## src/rtl/sync_fifo_pkg.sv

```systemverilog
`default_nettype none
// ============================================================================
//  Module      : sync_fifo_pkg
//  Description : Shared constants and parameter helpers for sync_fifo_fwft.
//  Revision    : 1.0 - initial release
// ============================================================================
package sync_fifo_pkg;

    // Read-mode selectors for G_FWFT
    localparam int FIFO_STD  = 0;
    localparam int FIFO_FWFT = 1;

    function automatic int unsigned fifo_capacity(input int unsigned depth_log2);
        return 32'd1 << depth_log2;
    endfunction

    function automatic bit fifo_params_ok(
        input int unsigned depth_log2,
        input int          afull,
        input int          aempty,
        input int          fwft
    );
        return (afull >= 1)
            && (afull <= int'(fifo_capacity(depth_log2)))
            && (aempty < afull)
            && ((fwft == FIFO_STD) || (fwft == FIFO_FWFT));
    endfunction

endpackage
`default_nettype wire

```

## src/rtl/sync_fifo_fwft_ram.sv

```systemverilog
`default_nettype none
// ============================================================================
//  Module      : fifo_ram
//  Description : Simple dual-port storage, synchronous write and registered
//                read with read-enable; read register clears on reset.
//  Revision    : 1.0 - initial release
// ============================================================================
module fifo_ram
    import sync_fifo_pkg::*;
#(
    parameter int G_WIDTH = 8,
    parameter int G_DEPTH = 4
) (
    input  logic               i_clk,
    input  logic               i_rst,
    input  logic               i_we,
    input  logic [G_DEPTH-1:0] i_waddr,
    input  logic [G_WIDTH-1:0] i_wdata,
    input  logic               i_re,
    input  logic [G_DEPTH-1:0] i_raddr,
    output logic [G_WIDTH-1:0] o_rdata
);

    localparam int unsigned c_WORDS = fifo_capacity(G_DEPTH);

    logic [G_WIDTH-1:0] r_mem [0:c_WORDS-1];
    logic [G_WIDTH-1:0] r_rdata_q;
    logic [G_WIDTH-1:0] w_rdata_d;

    // Storage itself is never reset; only the read register is.
    always_ff @(posedge i_clk) begin
        if (i_we) begin
            r_mem[i_waddr] <= i_wdata;
        end
    end

    always_comb begin
        w_rdata_d = r_rdata_q;
        if (i_re) begin
            w_rdata_d = r_mem[i_raddr];
        end
    end

    always_ff @(posedge i_clk) begin
        if (i_rst) begin
            r_rdata_q <= '0;
        end else begin
            r_rdata_q <= w_rdata_d;
        end
    end

    assign o_rdata = r_rdata_q;

endmodule
`default_nettype wire

```

## src/rtl/sync_fifo_fwft.sv

```systemverilog
`default_nettype none
// ============================================================================
//  Module      : sync_fifo_fwft
//  Description : Single-clock FIFO with standard or first-word-fall-through
//                read, registered fill level, almost flags and sticky errors.
//  Revision    : 1.0 - initial release
// ============================================================================
module sync_fifo_fwft
    import sync_fifo_pkg::*;
#(
    parameter int G_WIDTH  = 8,
    parameter int G_DEPTH  = 4,
    parameter int G_FWFT   = 0,
    parameter int G_AFULL  = 12,
    parameter int G_AEMPTY = 2
) (
    input  logic               i_clk,
    input  logic               i_rst,
    input  logic               i_wr,
    input  logic [G_WIDTH-1:0] i_data,
    input  logic               i_rd,
    input  logic               i_clr_err,
    output logic [G_WIDTH-1:0] o_data,
    output logic               o_valid,
    output logic               o_full,
    output logic               o_empty,
    output logic               o_almost_full,
    output logic               o_almost_empty,
    output logic [G_DEPTH:0]   o_fill_level,
    output logic               o_overflow,
    output logic               o_underflow
);

    localparam int unsigned    c_CAP        = fifo_capacity(G_DEPTH);
    localparam logic [G_DEPTH:0] c_CAP_CNT  = (G_DEPTH+1)'(c_CAP);
    localparam logic [G_DEPTH:0] c_AFULL_CNT  = (G_DEPTH+1)'(G_AFULL);
    localparam logic [G_DEPTH:0] c_AEMPTY_CNT = (G_DEPTH+1)'(G_AEMPTY);
    localparam logic [G_DEPTH:0] c_ONE      = (G_DEPTH+1)'(1);

    generate
        if (!fifo_params_ok(G_DEPTH, G_AFULL, G_AEMPTY, G_FWFT)) begin : g_bad_params
            $error("sync_fifo_fwft: illegal G_AFULL/G_AEMPTY/G_FWFT combination");
        end
    endgenerate

    logic [G_DEPTH:0] r_wr_ptr_q, w_wr_ptr_d;
    logic [G_DEPTH:0] r_rd_ptr_q, w_rd_ptr_d;
    logic [G_DEPTH:0] r_count_q,  w_count_d;
    logic             r_valid_q,  w_valid_d;
    logic             r_ovf_q,    w_ovf_d;
    logic             r_udf_q,    w_udf_d;

    logic             w_full;
    logic             w_empty;
    logic             w_wr_ok;
    logic             w_rd_ok;
    logic             w_ram_re;
    logic [G_DEPTH:0] w_mem_words;
    logic             w_mem_avail;

    assign w_full      = (r_count_q == c_CAP_CNT);
    assign w_empty     = (r_count_q == '0);
    assign w_wr_ok     = i_wr && !w_full;
    // Words committed to RAM and not yet fetched by the read port.
    assign w_mem_words = r_wr_ptr_q - r_rd_ptr_q;
    assign w_mem_avail = (w_mem_words != '0);

    generate
        if (G_FWFT == FIFO_FWFT) begin : g_fwft
            // The RAM read register doubles as the head register.
            always_comb begin
                w_rd_ok   = i_rd && r_valid_q;
                w_ram_re  = (!r_valid_q || w_rd_ok) && w_mem_avail;
                w_valid_d = r_valid_q;
                if (w_ram_re) begin
                    w_valid_d = 1'b1;
                end else if (w_rd_ok) begin
                    w_valid_d = 1'b0;
                end
            end
        end else begin : g_std
            // Without a head register, stored words equal RAM words.
            always_comb begin
                w_rd_ok   = i_rd && w_mem_avail;
                w_ram_re  = w_rd_ok;
                w_valid_d = w_rd_ok;
            end
        end
    endgenerate

    always_comb begin
        w_wr_ptr_d = r_wr_ptr_q;
        w_rd_ptr_d = r_rd_ptr_q;
        w_count_d  = r_count_q;
        if (w_wr_ok) begin
            w_wr_ptr_d = r_wr_ptr_q + c_ONE;
        end
        if (w_ram_re) begin
            w_rd_ptr_d = r_rd_ptr_q + c_ONE;
        end
        unique case ({w_wr_ok, w_rd_ok})
            2'b10:   w_count_d = r_count_q + c_ONE;
            2'b01:   w_count_d = r_count_q - c_ONE;
            default: w_count_d = r_count_q;
        endcase
        // Set beats clear when both happen in one cycle.
        w_ovf_d = (i_wr && w_full)   || (r_ovf_q && !i_clr_err);
        w_udf_d = (i_rd && !w_rd_ok) || (r_udf_q && !i_clr_err);
    end

    always_ff @(posedge i_clk) begin
        if (i_rst) begin
            r_wr_ptr_q <= '0;
            r_rd_ptr_q <= '0;
            r_count_q  <= '0;
            r_valid_q  <= 1'b0;
            r_ovf_q    <= 1'b0;
            r_udf_q    <= 1'b0;
        end else begin
            r_wr_ptr_q <= w_wr_ptr_d;
            r_rd_ptr_q <= w_rd_ptr_d;
            r_count_q  <= w_count_d;
            r_valid_q  <= w_valid_d;
            r_ovf_q    <= w_ovf_d;
            r_udf_q    <= w_udf_d;
        end
    end

    fifo_ram #(
        .G_WIDTH (G_WIDTH),
        .G_DEPTH (G_DEPTH)
    ) u_ram (
        .i_clk   (i_clk),
        .i_rst   (i_rst),
        .i_we    (w_wr_ok),
        .i_waddr (r_wr_ptr_q[G_DEPTH-1:0]),
        .i_wdata (i_data),
        .i_re    (w_ram_re),
        .i_raddr (r_rd_ptr_q[G_DEPTH-1:0]),
        .o_rdata (o_data)
    );

    assign o_valid        = r_valid_q;
    assign o_full         = w_full;
    assign o_empty        = w_empty;
    assign o_almost_full  = (r_count_q >= c_AFULL_CNT);
    assign o_almost_empty = (r_count_q <= c_AEMPTY_CNT);
    assign o_fill_level   = r_count_q;
    assign o_overflow     = r_ovf_q;
    assign o_underflow    = r_udf_q;

endmodule
`default_nettype wire
```

## config.mk

```make
export PLATFORM = sky130hd
export DESIGN_NAME = sync_fifo_fwft
export DESIGN_NICKNAME = d
export VERILOG_FILES = /design/src/rtl/sync_fifo_pkg.sv /design/src/rtl/sync_fifo_fwft_ram.sv /design/src/rtl/sync_fifo_fwft.sv
export SDC_FILE = /design/constraint.sdc
export NUM_CORES = 1
export LEC_CHECK = 0
export BUFFER_PORTS_ARGS = -buffer_cell sky130_fd_sc_hd__buf_2
export CAP_MARGIN = 20
export CORE_MARGIN = 2
export CORE_UTILIZATION = 40
export CTS_BUF_LIST = sky130_fd_sc_hd__clkbuf_8
export CTS_CLUSTER_DIAMETER = 40
export CTS_CLUSTER_SIZE = 25
export DETAILED_ROUTE_END_ITERATION = 12
export SYNTH_ARGS = -nofsm -noshare
export SYNTH_HDL_FRONTEND = slang
export SYNTH_SLANG_ARGS = --single-unit
```

## constraint.sdc

```tcl
create_clock -name i_clk -period 10.21 [get_ports i_clk]
set_input_delay 1.5315 -clock i_clk [delete_from_list [all_inputs] [get_ports i_clk]]
set_output_delay 1.5315 -clock i_clk [all_outputs]
set_load 0.005 [all_outputs]
```

# After elaboration in Yosys (flattened, before gate mapping)
# Memory sizes are Yosys's and may differ from the RTL's. A register that Yosys moved wholly into a read port is not among the register bits.
# Index checks and enable logic that the tools add are counted.
[word_totals] romBits=0 register_bits=18 ramBits=128 latchBits=0 output_inout_bits=20 memories=1
[mem_list] memory="u_ram.r_mem" words=16 word_bits=8 rd=1 rd_ports_with_merged_regs=1 wr=1 line="sync_fifo_fwft_ram.sv:26" text="logic [G_WIDTH-1:0] r_mem [0:c_WORDS-1];"
[op_classes] reduce_logical=14 n_div=0 shift=0 bitwise=0 n_eq_ne=3 n_lt_le_gt_ge=2 multipliers=0 addsub=5 mux=3
[op_table] operator="5-bit by 1-bit adder with 5-bit output, second input constant" n=3
[op_table] operator="5-bit one-hot mux with 2 select lines" n=1
[op_table] operator="1-bit logical AND" n=6
[op_table] operator="5-bit equality test, second input constant" n=1
[op_table] operator="5-bit by 4-bit greater-or-equal comparator with 1-bit output, second input constant" n=1
[op_table] operator="5-bit by 2-bit less-or-equal comparator with 1-bit output, second input constant" n=1
[op_table] operator="5-bit zero test" n=1
[op_table] operator="5-bit nonzero test" n=1
[op_table] operator="5-bit by 1-bit subtractor with 5-bit output, second input constant" n=1
[op_table] operator="5-bit subtractor" n=1
[op_table] operator="1-bit zero test" n=3
[op_table] operator="2-bit by 1-bit equality test with 1-bit output, second input constant" n=1
[op_table] operator="2-bit equality test, second input constant" n=1
[op_table] operator="1-bit logical OR" n=2
[op_table] operator="1-bit 2-to-1 mux" n=2
[op_table] operator="2-bit nonzero test" n=1

# Logic depth before layout (Yosys ltp)
[logic_depth] depth_word=6 depth_mapped=16 depth_no_buf=13

# Modules after synthesis
# A second synthesis with hierarchy kept.
[hier_totals] hier_cells=434 area_unflattened_um2=6387.4
[by_module_without_submodules] module="fifo_ram" seq_area_each_um2=4003.8 instances=1 cells_per_inst=316 area_per_inst_um2=5343.9
[by_module_without_submodules] module="sync_fifo_fwft" seq_area_each_um2=360.3 instances=1 cells_per_inst=118 area_per_inst_um2=1043.5

# Worst setup path after synthesis
# Ideal clock, no wire load.
[synth_timing] path_type="reg2reg" startpoint="register r_rd_ptr_q[2]" endpoint="register r_count_q[4] (netlist: o_fill_level[4])" n_path_buf=3 setup_ns=0.070 path_stages_with_launch=16 arrival_time_ns=3.448 slack_ns=6.691 path_cell_list="dfxtp_1 > buf_2 > buf_2 > inv_1 > ha_1 > or4_4 > o211ai_2 > buf_2 > nand2_1 > ha_1 > fa_1 > a21o_1 > a21oi_1 > xor2_1 > or3_1 > a21oi_1"
[synth_between] elab_chain_cells=5 word_cells_on_any_way=7 classes_between="add/sub (1); eq/ne (2); mux (1); reduce/logical (3)"
[synth_rtl] item="start: declaration" line="sync_fifo_fwft.sv:47" text="logic [G_DEPTH:0] r_rd_ptr_q, w_rd_ptr_d;"
[synth_rtl] item="start signal: assignment" line="sync_fifo_fwft.sv:121" text="r_rd_ptr_q <= w_rd_ptr_d;"
[synth_rtl] item="5-bit subtractor (*)" line="sync_fifo_fwft.sv:65" text="assign w_mem_words = r_wr_ptr_q - r_rd_ptr_q;"
[synth_rtl] item="5-bit nonzero test (*)" line="sync_fifo_fwft.sv:66" text="assign w_mem_avail = (w_mem_words != '0);"
[synth_rtl] item="1-bit logical AND (*)" line="sync_fifo_fwft.sv:84" text="w_rd_ok = i_rd && w_mem_avail;"
[synth_rtl] item="via u_ram.i_re" line="sync_fifo_fwft_ram.sv:19" text="input logic i_re,"
[synth_rtl] item="2-bit by 1-bit equality test with 1-bit output / 2-bit equality test (equally long branches)" line="sync_fifo_fwft.sv:101" text="unique case ({w_wr_ok, w_rd_ok})"
[synth_rtl] item="5-bit one-hot mux with 2 select lines / 2-bit nonzero test (equally long branches)"
[synth_rtl] item="end signal: assignment" line="sync_fifo_fwft.sv:122" text="r_count_q <= w_count_d;"
[synth_rtl] item="end: declaration" line="sync_fifo_fwft.sv:48" text="logic [G_DEPTH:0] r_count_q, w_count_d;"
# Mark *: on every way through the listed nets, which the timed path passes. The rest lies on a longest branch.
# A chain may end at the register's enable or synchronous reset.

# Worst setup path after layout
[layout_timing] startpoint="register r_rd_ptr_q[1]" endpoint="register r_count_q[4] (netlist: o_fill_level[4])"
# The elaborated chain is that of the path after synthesis.

==> impl_table.tex <==
\begin{tabular}{lr}
\hline
Metric & Value \\
\hline
\multicolumn{2}{l}{\textbf{Clock network}} \\
\quad Buffer count from post-CTS setup fixing & 0 \\
\quad Clock buffers created by TritonCTS & 17 \\
\quad Sink Count & 154 \\
\quad TritonCTS clock tree & done \\
\quad Number of hold-repair buffers added at the cts stage & 0 \\
\quad Root cell of the clock tree & sky130\_fd\_sc\_hd\_\_clkbuf\_8 \\
\quad Gates resized, CTS repair & 0 \\
\quad H-tree depth & 4 \\
\quad Later-pin clock latency in the skew report & 0.46 ns \\
\quad Buffers from clock root to sink, at most & 2 \\
\quad Clock-pin transition on the worst setup and hold timing paths & 0.08 ns \\
\multicolumn{2}{l}{\textbf{STA}} \\
\quad TNS Setup & 0 ns \\
\quad Slew of the pin with the lowest slew margin & 0.953 ns \\
\quad RSZ-0062 raised after global routing & no \\
\quad Fmax achieved & 257 MHz \\
\quad Setup skew after layout & 0.0141 ns \\
\quad Worst slew margin relative to its limit & 0.362 \\
\quad Fin crit period & 3.89 ns \\
\quad Number of setup violations in the final report & 0 \\
\quad Number of max-slew violations in the final report & 0 \\
\quad Part of the cycle the worst path needs & 0.381 \\
\quad Number of failing hold endpoints at the final stage & 0 \\
\multicolumn{2}{l}{\textbf{Finish}} \\
\quad Diode insertion count for antenna repair & 0 \\
\quad Filler cell count in the final layout & 1430 \\
\quad Share of layout cells above drive strength 1 & 0.253 \\
\quad Net count of the finished layout & 444 \\
\quad Finished Core Util & 0.450 \\
\quad Post-synthesis to final-layout area growth & 11.1\% \\
\multicolumn{2}{l}{\textbf{Synthesis}} \\
\quad Post-synthesis sequential area ratio & 0.687 \\
\quad Cell taking the most area after synthesis & sky130\_fd\_sc\_hd\_\_edfxtp\_1 \\
\quad Per-instance average area after synthesis & 16.6 µm² \\
\quad Most instantiated cells after synthesis & sky130\_fd\_sc\_hd\_\_edfxtp\_1 (128), sky130\_fd\_sc\_hd\_\_mux4\_2 (32), sky130\_fd\_sc\_hd\_\_nor2\_1 (30) \\
\quad Most frequent cell after synthesis & sky130\_fd\_sc\_hd\_\_edfxtp\_1 \\
\quad Post-Synthesis Net Count & 410 \\
\quad Netlist Area Pre-Place & 6360 µm² \\
\quad Share of async-settable or async-resettable flops after synthesis & 0 \\
\quad Cells after Synth & 383 \\
\quad Number of synthesized flops with an enable pin & 128 \\
\quad Area share of the leading cell type in the synthesized netlist & 0.605 \\
\quad Leading cell types by total area after synthesis & sky130\_fd\_sc\_hd\_\_edfxtp\_1 (60\%), sky130\_fd\_sc\_hd\_\_mux4\_2 (11\%), sky130\_fd\_sc\_hd\_\_dfxtp\_1 (8.2\%), sky130\_fd\_sc\_hd\_\_ha\_1 (2.6\%), sky130\_fd\_sc\_hd\_\_a22oi\_1 (1.8\%) \\
\quad Most used flip-flop cell after synthesis & sky130\_fd\_sc\_hd\_\_edfxtp\_1 \\
\quad Yosys reg bits & 154 \\
\quad YS warnings & 0 \\
\quad Cell variety after synth & 44 \\
\multicolumn{2}{l}{\textbf{Drt}} \\
\quad Number of DRC markers after the initial detailed-route iteration & 242 \\
\quad DR vias & 3358 \\
\quad Mean routed wirelength per cell & 19.2 µm \\
\quad Total wirelength of the detailed-routed design & 12.4 mm \\
\quad Routed vias/inst & 5.20 \\
\quad Final antenna-violating net count & 0 \\
\quad DRC violation count after routing & 0 \\
\quad Number of detailed-route iterations in the first pass & 5 \\
\multicolumn{2}{l}{\textbf{Global route}} \\
\quad Met1 layer usage reported by global route & 0.208 \\
\quad Met3 Usage GRT & 0.0455 \\
\quad Overflow left after global routing & 0 \\
\quad Global-route track usage on met2 & 0.250 \\
\quad Antenna violations before repair & 1 \\
\quad Largest net degree at the start of global routing & 37 \\
\quad Via count of the first global-routing pass & 3292 \\
\quad Global-route wire length before repair & 18.8 mm \\
\quad Busiest layer in global routing & met2 \\
\quad Total global-route track usage & 0.158 \\
\multicolumn{2}{l}{\textbf{Setup path}} \\
\quad Worst Path Class, Setup & register to register \\
\quad Required @ worst endpoint & 10.59 ns \\
\quad Maximum fanout along the worst path & 35 \\
\quad Crit start category & register \\
\quad Data arrival at the endpoint of the critical path & 4.28 ns \\
\quad Delay of the slowest critical-path stage & 0.53 ns \\
\quad CP Cell Sequence & buf\_4 -> inv\_1 -> ha\_1 -> nand4bb\_1 -> mux2i\_1 -> nand2b\_1 -> nand2\_1 -> ha\_1 -> fa\_1 -> a21o\_1 -> a21oi\_1 -> xor2\_1 -> or3\_1 -> a21oi\_1 \\
\quad Crit. End Element & register \\
\quad Slowest stage cell, crit path & sky130\_fd\_sc\_hd\_\_buf\_4 \\
\multicolumn{2}{l}{\textbf{Run}} \\
\quad Max capacitance violation total & 0 \\
\multicolumn{2}{l}{\textbf{Outcome}} \\
\quad Result of the run & complete, no violations \\
\multicolumn{2}{l}{\textbf{Placement}} \\
\quad HPWL after DPL & 7.77 mm \\
\quad Global placer's final weighted congestion & 0.729 \\
\quad Port bufs & 32 \\
\multicolumn{2}{l}{\textbf{Floorplanning}} \\
\quad Core region area & 15700 µm² \\
\quad Die footprint & 16900 µm² \\
\quad Starting density of the core & 0.405 \\
\quad Die Span X & 130 µm \\
\quad Number of top-level pins & 33 \\
\quad Die span in y & 130 µm \\
\quad Cell row count & 46 \\
\multicolumn{2}{l}{\textbf{Power and ir drop}} \\
\quad Power per unit of standard cell area & 210 nW/µm² \\
\quad Leakage component of the power & 2.35 nW \\
\quad Maximum VDD drop & 0.0000949 V \\
\multicolumn{2}{l}{\textbf{Worst hold path}} \\
\quad Classification of the worst-slack hold path & register to register \\
\hline
\end{tabular}
[power by group]
part	leakage, nW	switching [mW]	total (mW)	internal, mW
sequential	1.37	0.0339	0.751	0.717
combinational	0.803	0.170	0.310	0.141
clock	0.181	0.230	0.422	0.192
[routing by layer]
layer,vias up,part of all wire,wire length (µm)
li1,1568,-,-
met1,1693,0.45,5590
met2,76,0.48,6000
met3,19,0.044,544
met4,2,0.019,237
met5,-,0.00057,7
[final timing paths]
| kind | startpoint | slack, ns | endpoint | cells after the start |
|---|---|---|---|---|
| worst min-delay path | u_ram.o_rdata[0]$_SDFFE_PP0P_ | 0.47 | u_ram.o_rdata[0]$_SDFFE_PP0P_ | 2 |
| worst max register to register | r_rd_ptr_q[1]$_SDFFE_PP0P_ | 6.32 | o_fill_level[4]$_SDFFE_PP0P_ | 14 |
| worst min register to register | u_ram.o_rdata[0]$_SDFFE_PP0P_ | 0.47 | u_ram.o_rdata[0]$_SDFFE_PP0P_ | 2 |
| worst max-delay path | r_rd_ptr_q[1]$_SDFFE_PP0P_ | 6.32 | o_fill_level[4]$_SDFFE_PP0P_ | 14 |
[cell families after synthesis]
| kind of cell | share of synthesized area |
|---|---|
| adders and majority gates | 0.0287 |
| buffers and inverters | 0.0248 |
| muxes | 0.123 |
| AOI/OAI and AO/OA | 0.0622 |
| DFF | 0.687 |
| and+or+nand+nor | 0.0632 |
| xor gates and xnor gates | 0.0110 |
[final cells by class]
cell class | instances | area [µm²] | share of cell area
inverters | 8 | 30.0 | 0.00425
well taps | 216 | 270 | 0.0383
repair buffers | 37 | 198 | 0.0280
multi-input cells | 199 | 1840 | 0.260
clock buffers | 17 | 234 | 0.0331
flip-flops and latches | 154 | 4370 | 0.618
clock inverters | 15 | 126 | 0.0179
[placed cells by master (no fill, tap or decap), drive strengths merged, types with 3 or more instances in the layout]
cell and n:
a21o 4, a21oi 18, a22oi 15, buf 37, clkbuf 17, clkinv 8
dfxtp 26, edfxtp 128, ha 13, inv 12, mux2 3, mux2i 3
mux4 32, nand2 14, nand2b 5, nand3 10, nor2 30, nor2b 5
nor3 7, o21ai 13, xnor2 4, xor2 4
[flip-flops by register name (all words and copies together), names as in the netlist]
signal and flops:
o_valid 1, r_wr_ptr_q 5, r_rd_ptr_q 5, u_ram.r_mem 128, o_underflow 1, u_ram.o_rdata 8, o_fill_level 5, o_overflow 1
[per-stage QoR]
stage	worst slack (ns)	total power [mW]	cells	hold WS [ns]	instance area, µm²
4_1_cts	6.24	1.50	646	0.473	7060
3_3_place_gp	6.37	1.07	614	0.457	6700
5_1_grt	5.88	1.56	646	0.495	7060
6_report	6.32	1.48	646	0.468	7060
3_5_place_dp	6.25	1.08	614	0.462	6700
2_1_floorplan	6.69	0.982	383	0.464	6360
[critical path, delay by kind of cell, from the launching register on]
kind                     cells  cell delay [ns]
AND/OR/NAND/NOR              4             0.96
flip-flops                   1             0.31
buffers and inverters        2             0.67
XOR/XNOR                     1             0.09
AO/OA/AOI/OAI                3             0.49
multiplexers                 1             0.20
adder cells (fa/ha/maj)      3             1.08
Note: power is estimated with default switching activity, not from simulation.
